## src/rtl/u_div_pkg.sv

```systemverilog
// Shared definitions for the sequential restoring divider.
//   div_state_e : divider FSM states, 2-bit encoding
//   cnt_w()     : width of the iteration down-counter for an N-bit divider
package u_div_pkg;

  typedef enum logic [1:0] {
    IDLE = 2'd0,
    CALC = 2'd1,
    DONE = 2'd2
  } div_state_e;

  // The counter runs from N-1 down to 0, so clog2(N) bits are enough.
  // The counter is never narrower than one bit.
  function automatic int cnt_w(input int n);
    return (n > 2) ? $clog2(n) : 1;
  endfunction

endpackage

```

## src/rtl/u_sub_step.sv

```systemverilog
// Combinational W-bit ripple subtractor: diff = x - y, borrow = 1 when x < y.
// Each bit is a full adder fed with x and the inverted y. The chain carry-in
// is 1, so the sum is x + ~y + 1. Borrow is the inverted final carry.
//   x, y   : W-bit unsigned operands
//   diff   : W-bit difference (modulo 2^W)
//   borrow : sign of the true difference
module u_sub_step #(
  parameter int W = 9
) (
  input  logic [W-1:0] x,
  input  logic [W-1:0] y,
  output logic [W-1:0] diff,
  output logic         borrow
);

  logic [W-1:0] y_n;
  logic [W:0]   carry;

  assign carry[0] = 1'b1;

  for (genvar i = 0; i < W; i++) begin : g_bit
    assign y_n[i]       = ~y[i];
    assign diff[i]      = x[i] ^ y_n[i] ^ carry[i];
    assign carry[i+1]   = (x[i] & y_n[i]) | (carry[i] & (x[i] ^ y_n[i]));
  end

  assign borrow = ~carry[W];

endmodule

```

## src/rtl/u_seq_div8.sv

```systemverilog
// Iterative unsigned restoring divider, one quotient bit per clock.
// A request is accepted by start while ready is high. N clocks later, done
// pulses for one cycle, and the quotient, remainder and divide-by-zero flag
// are then valid. The results hold until the next result or reset.
//   clk, rst_n     : clock (rising edge), asynchronous active-low reset
//   start          : request; accepted only while ready=1
//   a, b           : dividend / divisor, sampled on the accepting edge
//   ready          : high in IDLE and DONE
//   done           : one-cycle result strobe
//   u_seq_div8_q/r : quotient / remainder
//   dbz            : last result was a divide by zero
//
// state | meaning
// IDLE  | waiting for start, ready=1
// CALC  | one restoring step per clock, counter N-1 down to 0
// DONE  | done=1 for one cycle, ready=1, start re-launches immediately
module u_seq_div8
  import u_div_pkg::*;
#(
  parameter int N = 8
) (
  input  logic         clk,
  input  logic         rst_n,
  input  logic         start,
  input  logic [N-1:0] a,
  input  logic [N-1:0] b,
  output logic         ready,
  output logic         done,
  output logic [N-1:0] u_seq_div8_q,
  output logic [N-1:0] u_seq_div8_r,
  output logic         dbz
);

  localparam int CNT_W = cnt_w(N);

  div_state_e state_q, state_d;

  logic [N-1:0]     quo_q;
  logic [N-1:0]     div_q;
  logic [N:0]       rem_q;
  logic [CNT_W-1:0] cnt_q;
  logic             dbz_q;

  logic [N-1:0]     q_res;
  logic [N-1:0]     r_res;
  logic             dbz_res;

  logic             accept;
  logic             last_step;

  logic [N:0]       sub_x;
  logic [N:0]       sub_y;
  logic [N:0]       sub_diff;
  logic             sub_borrow;
  logic [N:0]       rem_step;
  logic [N-1:0]     quo_step;
  logic             rem_top_unused;

  // Shift the next dividend bit into the partial remainder, then try to
  // subtract the divisor.
  assign sub_x = {rem_q[N-1:0], quo_q[N-1]};
  assign sub_y = {1'b0, div_q};

  u_sub_step #(
    .W (N + 1)
  ) u_sub (
    .x      (sub_x),
    .y      (sub_y),
    .diff   (sub_diff),
    .borrow (sub_borrow)
  );

  // Restoring step. On a borrow, keep the shifted value.
  assign rem_step = sub_borrow ? sub_x : sub_diff;
  assign quo_step = {quo_q[N-2:0], ~sub_borrow};

  // After a restoring step the remainder is below the divisor, or below
  // 2^N for a zero divisor. Its top bit therefore always reads 0.
  assign rem_top_unused = rem_q[N];

  always_ff @(posedge clk or negedge rst_n) begin
    if (!rst_n) begin
      state_q <= IDLE;
    end else begin
      state_q <= state_d;
    end
  end

  always_comb begin
    state_d   = state_q;
    ready     = 1'b0;
    done      = 1'b0;
    accept    = 1'b0;
    last_step = 1'b0;
    case (state_q)
      IDLE: begin
        ready = 1'b1;
        if (start) begin
          accept  = 1'b1;
          state_d = CALC;
        end
      end
      CALC: begin
        if (cnt_q == '0) begin
          last_step = 1'b1;
          state_d   = DONE;
        end
      end
      DONE: begin
        ready = 1'b1;
        done  = 1'b1;
        if (start) begin
          accept  = 1'b1;
          state_d = CALC;
        end else begin
          state_d = IDLE;
        end
      end
      default: begin
        state_d = IDLE;
      end
    endcase
  end

  always_ff @(posedge clk or negedge rst_n) begin
    if (!rst_n) begin
      quo_q   <= '0;
      div_q   <= '0;
      rem_q   <= '0;
      cnt_q   <= '0;
      dbz_q   <= 1'b0;
      q_res   <= '0;
      r_res   <= '0;
      dbz_res <= 1'b0;
    end else begin
      if (accept) begin
        quo_q <= a;
        div_q <= b;
        rem_q <= '0;
        cnt_q <= CNT_W'(N - 1);
        dbz_q <= (b == '0);
      end else if (state_q == CALC) begin
        rem_q <= rem_step;
        quo_q <= quo_step;
        if (cnt_q != '0) begin
          cnt_q <= cnt_q - CNT_W'(1);
        end
      end
      // Results are captured from the final step directly. They stay
      // untouched while a later division is in progress.
      if (last_step) begin
        q_res   <= quo_step;
        r_res   <= rem_step[N-1:0];
        dbz_res <= dbz_q;
      end
    end
  end

  assign u_seq_div8_q = q_res;
  assign u_seq_div8_r = r_res;
  assign dbz          = dbz_res;

endmodule

```

## config.mk

```make
export PLATFORM = sky130hd
export DESIGN_NAME = u_seq_div8
export DESIGN_NICKNAME = d
export VERILOG_FILES = /design/src/rtl/u_div_pkg.sv /design/src/rtl/u_sub_step.sv /design/src/rtl/u_seq_div8.sv
export SDC_FILE = /design/constraint.sdc
export NUM_CORES = 1
export LEC_CHECK = 0
export ABC_CLOCK_PERIOD_IN_PS = 4800
export BUFFER_PORTS_ARGS = -buffer_cell sky130_fd_sc_hd__buf_2
export CORE_ASPECT_RATIO = 0.6
export CORE_MARGIN = 1.5
export CORE_UTILIZATION = 45
export CTS_BUF_LIST = sky130_fd_sc_hd__clkbuf_16
export DETAILED_ROUTE_END_ITERATION = 10
export GPL_TIMING_DRIVEN = 0
export PLACE_DENSITY = 0.66
export RECOVER_POWER = 100
export SLEW_MARGIN = 20
export SYNTH_ARGS = -nofsm -noshare
export SYNTH_HDL_FRONTEND = slang
export SYNTH_SLANG_ARGS = --single-unit
export TNS_END_PERCENT = 30
```

## constraint.sdc

```tcl
create_clock -name clk -period 4.8 [get_ports clk]
set_input_delay 0.48 -clock clk [delete_from_list [all_inputs] [get_ports clk]]
set_output_delay 0.48 -clock clk [all_outputs]
set_load 0.01 [all_outputs]
```

==> Yosys cells after proc, flatten, opt, wreduce, memory -nomap -nowiden <==
Index checks and enable logic that the tools add are counted.
{ "classes": {"reduce_logical": 9, "n_bitwise": 50, "n_addsub": 1, "n_mux": 18, "eq_ne": 4} }
{ "op_table": {"columns": ["cell", "count"], "rows": [
  ["$mux 8", 5],
  ["$and 1x1->1", 16],
  ["$xor 1x1->1", 15],
  ["$not 1->1", 10],
  ["$mux 3", 3],
  ["$or 1x1->1", 9],
  ["$logic_not 8->1", 1],
  ["$mux 1", 7],
  ["$pmux 2 s3", 1],
  ["$mux 2", 2],
  ["$ne 2x2->1 const B", 2],
  ["$reduce_and 2->1", 2],
  ["$reduce_bool 2->1", 2],
  ["$logic_not 3->1", 1],
  ["$reduce_bool 3->1", 1],
  ["$sub 3x1->3 const B", 1],
  ["$eq 2x1->1 const B", 1],
  ["$eq 2x2->1 const B", 1],
  ["$logic_not 2->1", 1],
  ["$reduce_or 2->1", 1]
]} }
{ "totals": {"regBits": 47, "wordCells": 91, "output_inout_bits": 19, "input_bits": 19} }

==> Longest topological paths before layout <==
{ "logic_depth": {"depth_word": 22, "depth_mapped": 17} }

==> Hierarchy <==
Synthesis repeated with hierarchy kept, for this count alone.
{ "hier_totals": {"hier_cells": 203, "hier_area_um2": 2228.4} }
{ "by_module_without_submodules": {"columns": ["module", "n_inst", "cells_each", "area_each_um2", "seq_area_each_um2"], "rows": [
  ["u_seq_div8", 1, 175, 1984.4, 1176.1],
  ["u_sub_step", 1, 28, 244.0, 0.0]
]} }

==> Worst setup path before layout <==
Ideal clock, no wire load.
{ "synth_timing": {"path_type": "register to register", "from": "register quo_q[7]", "to": "register r_res[0] (netlist: u_seq_div8_r[0])", "path_slack_ns": 1.151, "t_required_ns": 4.675, "synth_period_minus_slack_ns": 3.649, "path_stages_with_launch": 18, "t_arrival_ns": 3.524, "cell_sequence": "dfrtp_1 -> inv_1 -> ha_1 -> inv_1 -> fa_1 -> fa_1 -> fa_1 -> fa_1 -> inv_1 -> fa_1 -> inv_1 -> fa_1 -> inv_1 -> fa_1 -> nor2b_1 -> buf_4 -> mux2i_1 -> mux2_4"} }
{ "synth_between": {"elab_chain_len": 19} }
{ "synth_rtl": {"columns": ["element", "line", "rtl"], "rows": [
  ["from (decl)", "u_seq_div8.sv:38", "logic [N-1:0] quo_q;"],
  ["from (signal assigned)", "u_seq_div8.sv:144", "quo_q <= quo_step;"],
  ["$and 1x1->1 / $xor 1x1->1 (equally long branches)", "u_sub_step.sv:24, u_sub_step.sv:23", null],
  ["$or 1x1->1", "u_sub_step.sv:24", "assign carry[i+1] = (x[i] & y_n[i]) | (carry[i] & (x[i] ^ y_n[i]));"],
  ["$and 1x1->1", "u_sub_step.sv:24", null],
  ["$or 1x1->1", "u_sub_step.sv:24", null],
  ["$and 1x1->1", "u_sub_step.sv:24", null],
  ["$or 1x1->1", "u_sub_step.sv:24", null],
  ["$and 1x1->1", "u_sub_step.sv:24", null],
  ["$or 1x1->1", "u_sub_step.sv:24", null],
  ["[3 not listed]", null, null],
  ["$or 1x1->1", "u_sub_step.sv:24", null],
  ["$and 1x1->1", "u_sub_step.sv:24", null],
  ["$or 1x1->1", "u_sub_step.sv:24", null],
  ["$and 1x1->1", "u_sub_step.sv:24", null],
  ["$or 1x1->1", "u_sub_step.sv:24", null],
  ["$and 1x1->1", "u_sub_step.sv:24", null],
  ["$or 1x1->1", "u_sub_step.sv:24", null],
  ["$mux 8 *", "u_seq_div8.sv:74", "assign rem_step = sub_borrow ? sub_x : sub_diff;"],
  ["to (signal assigned)", "u_seq_div8.sv:153", "r_res <= rem_step[N-1:0];"],
  ["to (decl)", "u_seq_div8.sv:45", "logic [N-1:0] r_res;"]
]} }
Every way passes the cells marked *; elsewhere a longest branch is shown, timed or not.
A chain may end at the register's enable or synchronous reset.

==> Worst setup path in the final report <==
Ends and elaborated chain as after synthesis.

==> out/results.ini <==
[synthesis]
synthTopCellsByArea=dfrtp_1 54%, fa_1 6.4%, mux2_4 4.8%
seq_area_frac_synth_pct=53.6
avgSynthCellArea_um2=11.8
yosysUniqueCellTypes=31
synth_top_cell_area_share_pct=53.6
synth_seq_cells=47
synthCells=186
syn_area_um2=2190
yosysTopAreaCell=dfrtp_1
syn_nets=215
yosysWarnings=0

[clocking]
clockRootBuffer=clkbuf_16
cts_sinks=47
cts_htree_levels=2
clkTransAtPathRegs_ns=0.07
ctsHoldBuffers=0
worst_skew_pair.late_latency_ns=0.29
clock_path_buffers=2
cts_setup_buffers=0
cts_resized=0
tritoncts=yes
numCtsBuffers=5

[critical_path]
crit_top_cell=fa_1
cp-start-kind=flop
slowest_stage=fa_1
end_kind=flop
cp_data_arrival_time_ns=4.08
critPathBufInv=6
max_stage_delay_ns=0.40
critPathRequiredTime_ns=4.97
critical_path_peak_fanout=10
crit_path_cell_trace=inv_1 -> ha_1 -> inv_1 -> fa_1 -> fa_1 -> fa_1 -> fa_1 -> inv_1 -> fa_1 -> inv_1 -> fa_1 -> inv_1 -> fa_1 -> nor2b_1 -> buf_4 -> mux2i_1 -> mux2_1
crit_family=adder cells
crit_type=reg2reg

[layout]
fillCellCount=428
nets=259
syn2layout_area_growth_pct=14.6
insertedDiodeCount=0
drive_above_1_share_pct=13.0

[floorplanning]
num_rows=19
dieArea_um2=5320
num_io_pins=38
core-area_um2=4640
initial_core_util_pct=47.3
die_y_um=57.1
die_x_um=93.2

[drt]
drt_iter0_markers=71
viasPerCell=5.07
num_vias=1491
first_pass_iters=6
drc_errors=0
wl_per_cell_um=15.2
ant_nets=0
wirelength_um=4470

[global_route]
use_met1_pct=28.5
grt_pass1_wl_um=7540
antenna_found_initial=0
gr-max-usage-layer=met1
grt_max_degree=48
grt_pass1_vias=1492
grt.total_usage_pct=19.1
met2_usage_pct=27.7
grt_use_met3_pct=5.20
gr-total-overflow=0

[timing]
whs_ns=0.407
worst_slew_pin_slew_ns=2.55
rsz0062_at_grt=false
drv_slew=48
period_share_pct=81.4
clock_skew_ns=0.00899
finalSetupViolCount=0
period_minus_slack_ns=3.91
fmax_mhz=256
finalSetupTns_ns=0
fin_ws_ns=0.894
relSlewSlack_pct=-69.9
hold_viol_final=0

[status]
violations=capacitance limit, slew limit
status=finished with violations

[placed_design]
place_ws_ns=0.890
portBuffers=37
dp_hpwl_um=3060
place_congestion=0.758

[pwr]
irDropWorstVdd_mv=0.301
power_per_cell_area_nw_per_um2=759
p_leak_nw=1.16

[job]
drv_cap=1

[hold_path]
hold_path.class=in2reg

## metal layers
| metal | vias up | share of wire [%] |
|---|---|---|
| met5 | - | 0 |
| met2 | 31 | 43 |
| met1 | 731 | 51 |
| met4 | 0 | 1.1 |
| li1 | 722 | - |
| met3 | 7 | 4.6 |
## logic make-up after synthesis
logic type | count (synthesis) | share of synthesized area, %
AO/OA/AOI/OAI | 32 | 10.1
AND/OR/NAND/NOR | 52 | 11.4
flip-flops | 47 | 53.6
adder cells (fa/ha/maj) | 10 | 8.10
multiplexers | 19 | 10.5
buffers and inverters | 26 | 6.27
## cells in the final DEF, fill, tap and decap left out, types with 2 or more instances in the layout
| cell type | synthesis | routed |
|---|---|---|
| nor2b_1 | 3 | 3 |
| nor4_1 | 2 | 2 |
| and2b_1 | 2 | 2 |
| buf_2 | 7 | 17 |
| nand2b_1 | 2 | 2 |
| a22o_1 | 3 | 3 |
| nor2_1 | 7 | 7 |
| o2bb2ai_1 | 5 | 5 |
| nand3_1 | 8 | 8 |
| a22oi_1 | 6 | 6 |
| o21ai_0 | 8 | 8 |
| a221o_1 | 2 | 2 |
| mux2_2 | 4 | 4 |
| mux2i_1 | 8 | 8 |
| dfrtp_1 | 47 | 47 |
| clkinv_1 | 0 | 2 |
| nand2_1 | 23 | 23 |
| fa_1 | 7 | 7 |
| clkbuf_1 | 0 | 30 |
| ha_1 | 3 | 3 |
| inv_1 | 15 | 15 |
| clkbuf_16 | 0 | 5 |
| mux2_1 | 0 | 6 |
| a21oi_1 | 6 | 6 |
## through the flow
stage	area [um^2]	std cells	total power, mW	util [%]
floorplan	2190	186	1.38	-
global placement	2460	286	1.62	53.0
detailed placement	2460	286	1.64	53.0
CTS	2600	294	1.99	56.1
global route	2510	294	2.10	54.3
finish	2510	294	1.91	54.3
## worst reg2reg max path: stages, from the launching register on
cell,delay [ns]
dfrtp_1,0.36
inv_1,0.09
ha_1,0.15
inv_1,0.05
fa_1,0.37
fa_1,0.40
fa_1,0.40
fa_1,0.37
inv_1,0.07
fa_1,0.15
inv_1,0.05
fa_1,0.35
inv_1,0.07
fa_1,0.15
nor2b_1,0.12
buf_4,0.22
mux2i_1,0.14
mux2_1,0.31
## Yosys cell counts
cell       count
dfrtp_1       47
nand2_1       23
inv_1         15
mux2i_1        8
nand3_1        8
o21ai_0        8
buf_2          7
fa_1           7
mux2_4         7
nor2_1         7
a21oi_1        6
a22oi_1        6
o2bb2ai_1      5
mux2_2         4
a22o_1         3
ha_1           3
nor2b_1        3
a221o_1        2
and2b_1        2
buf_4          2
nand2b_1       2
nor4_1         2
a211o_1        1
and4bb_1       1
buf_12         1
buf_6          1
nor2_2         1
nor3_1         1
nor4b_1        1
o311ai_0       1
or3_1          1
## cell type report
class                           instances  area [um^2]  area share, %
Clock buffer                            5          125           4.98
Sequential cell                        47         1180           46.8
Inverter                               15         56.3           2.24
Clock inverter                          3         15.0          0.597
Multi-Input combinational cell        113          858           34.1
Buffer                                 11         45.0           1.79
Timing Repair Buffer                   37          160           6.37
Tap cell                               63         78.8           3.13
## power by group
group / internal [mW] / switching (mW)
Combinational: 0.375 / 0.486
Sequential: 0.592 / 0.118
Clock: 0.190 / 0.148
Total: 1.16 / 0.753
## flip-flops by register name (all words and copies together), names as in the netlist
signal,flops
cnt_q,3
dbz,1
dbz_q,1
div_q,8
quo_q,8
rem_q,8
state_q,2
u_seq_div8_q,8
u_seq_div8_r,8
## final timing paths
kind / cells after the start / slack, ns / endpoint / startpoint
worst max-delay path: 17 / 0.89 / u_seq_div8_r[0] / quo_q[7]
worst min register to register: 2 / 0.48 / dbz_q / dbz_q
max in group asynchronous: 1 / 2.37 / u_seq_div8_r[7] / rst_n
worst min-delay path: 3 / 0.41 / div_q[5] / b[5]
worst max register to register: 17 / 0.89 / u_seq_div8_r[0] / quo_q[7]
min in group asynchronous: 1 / 0.98 / quo_q[4] / rst_n
(Power assumes the default switching activity.)
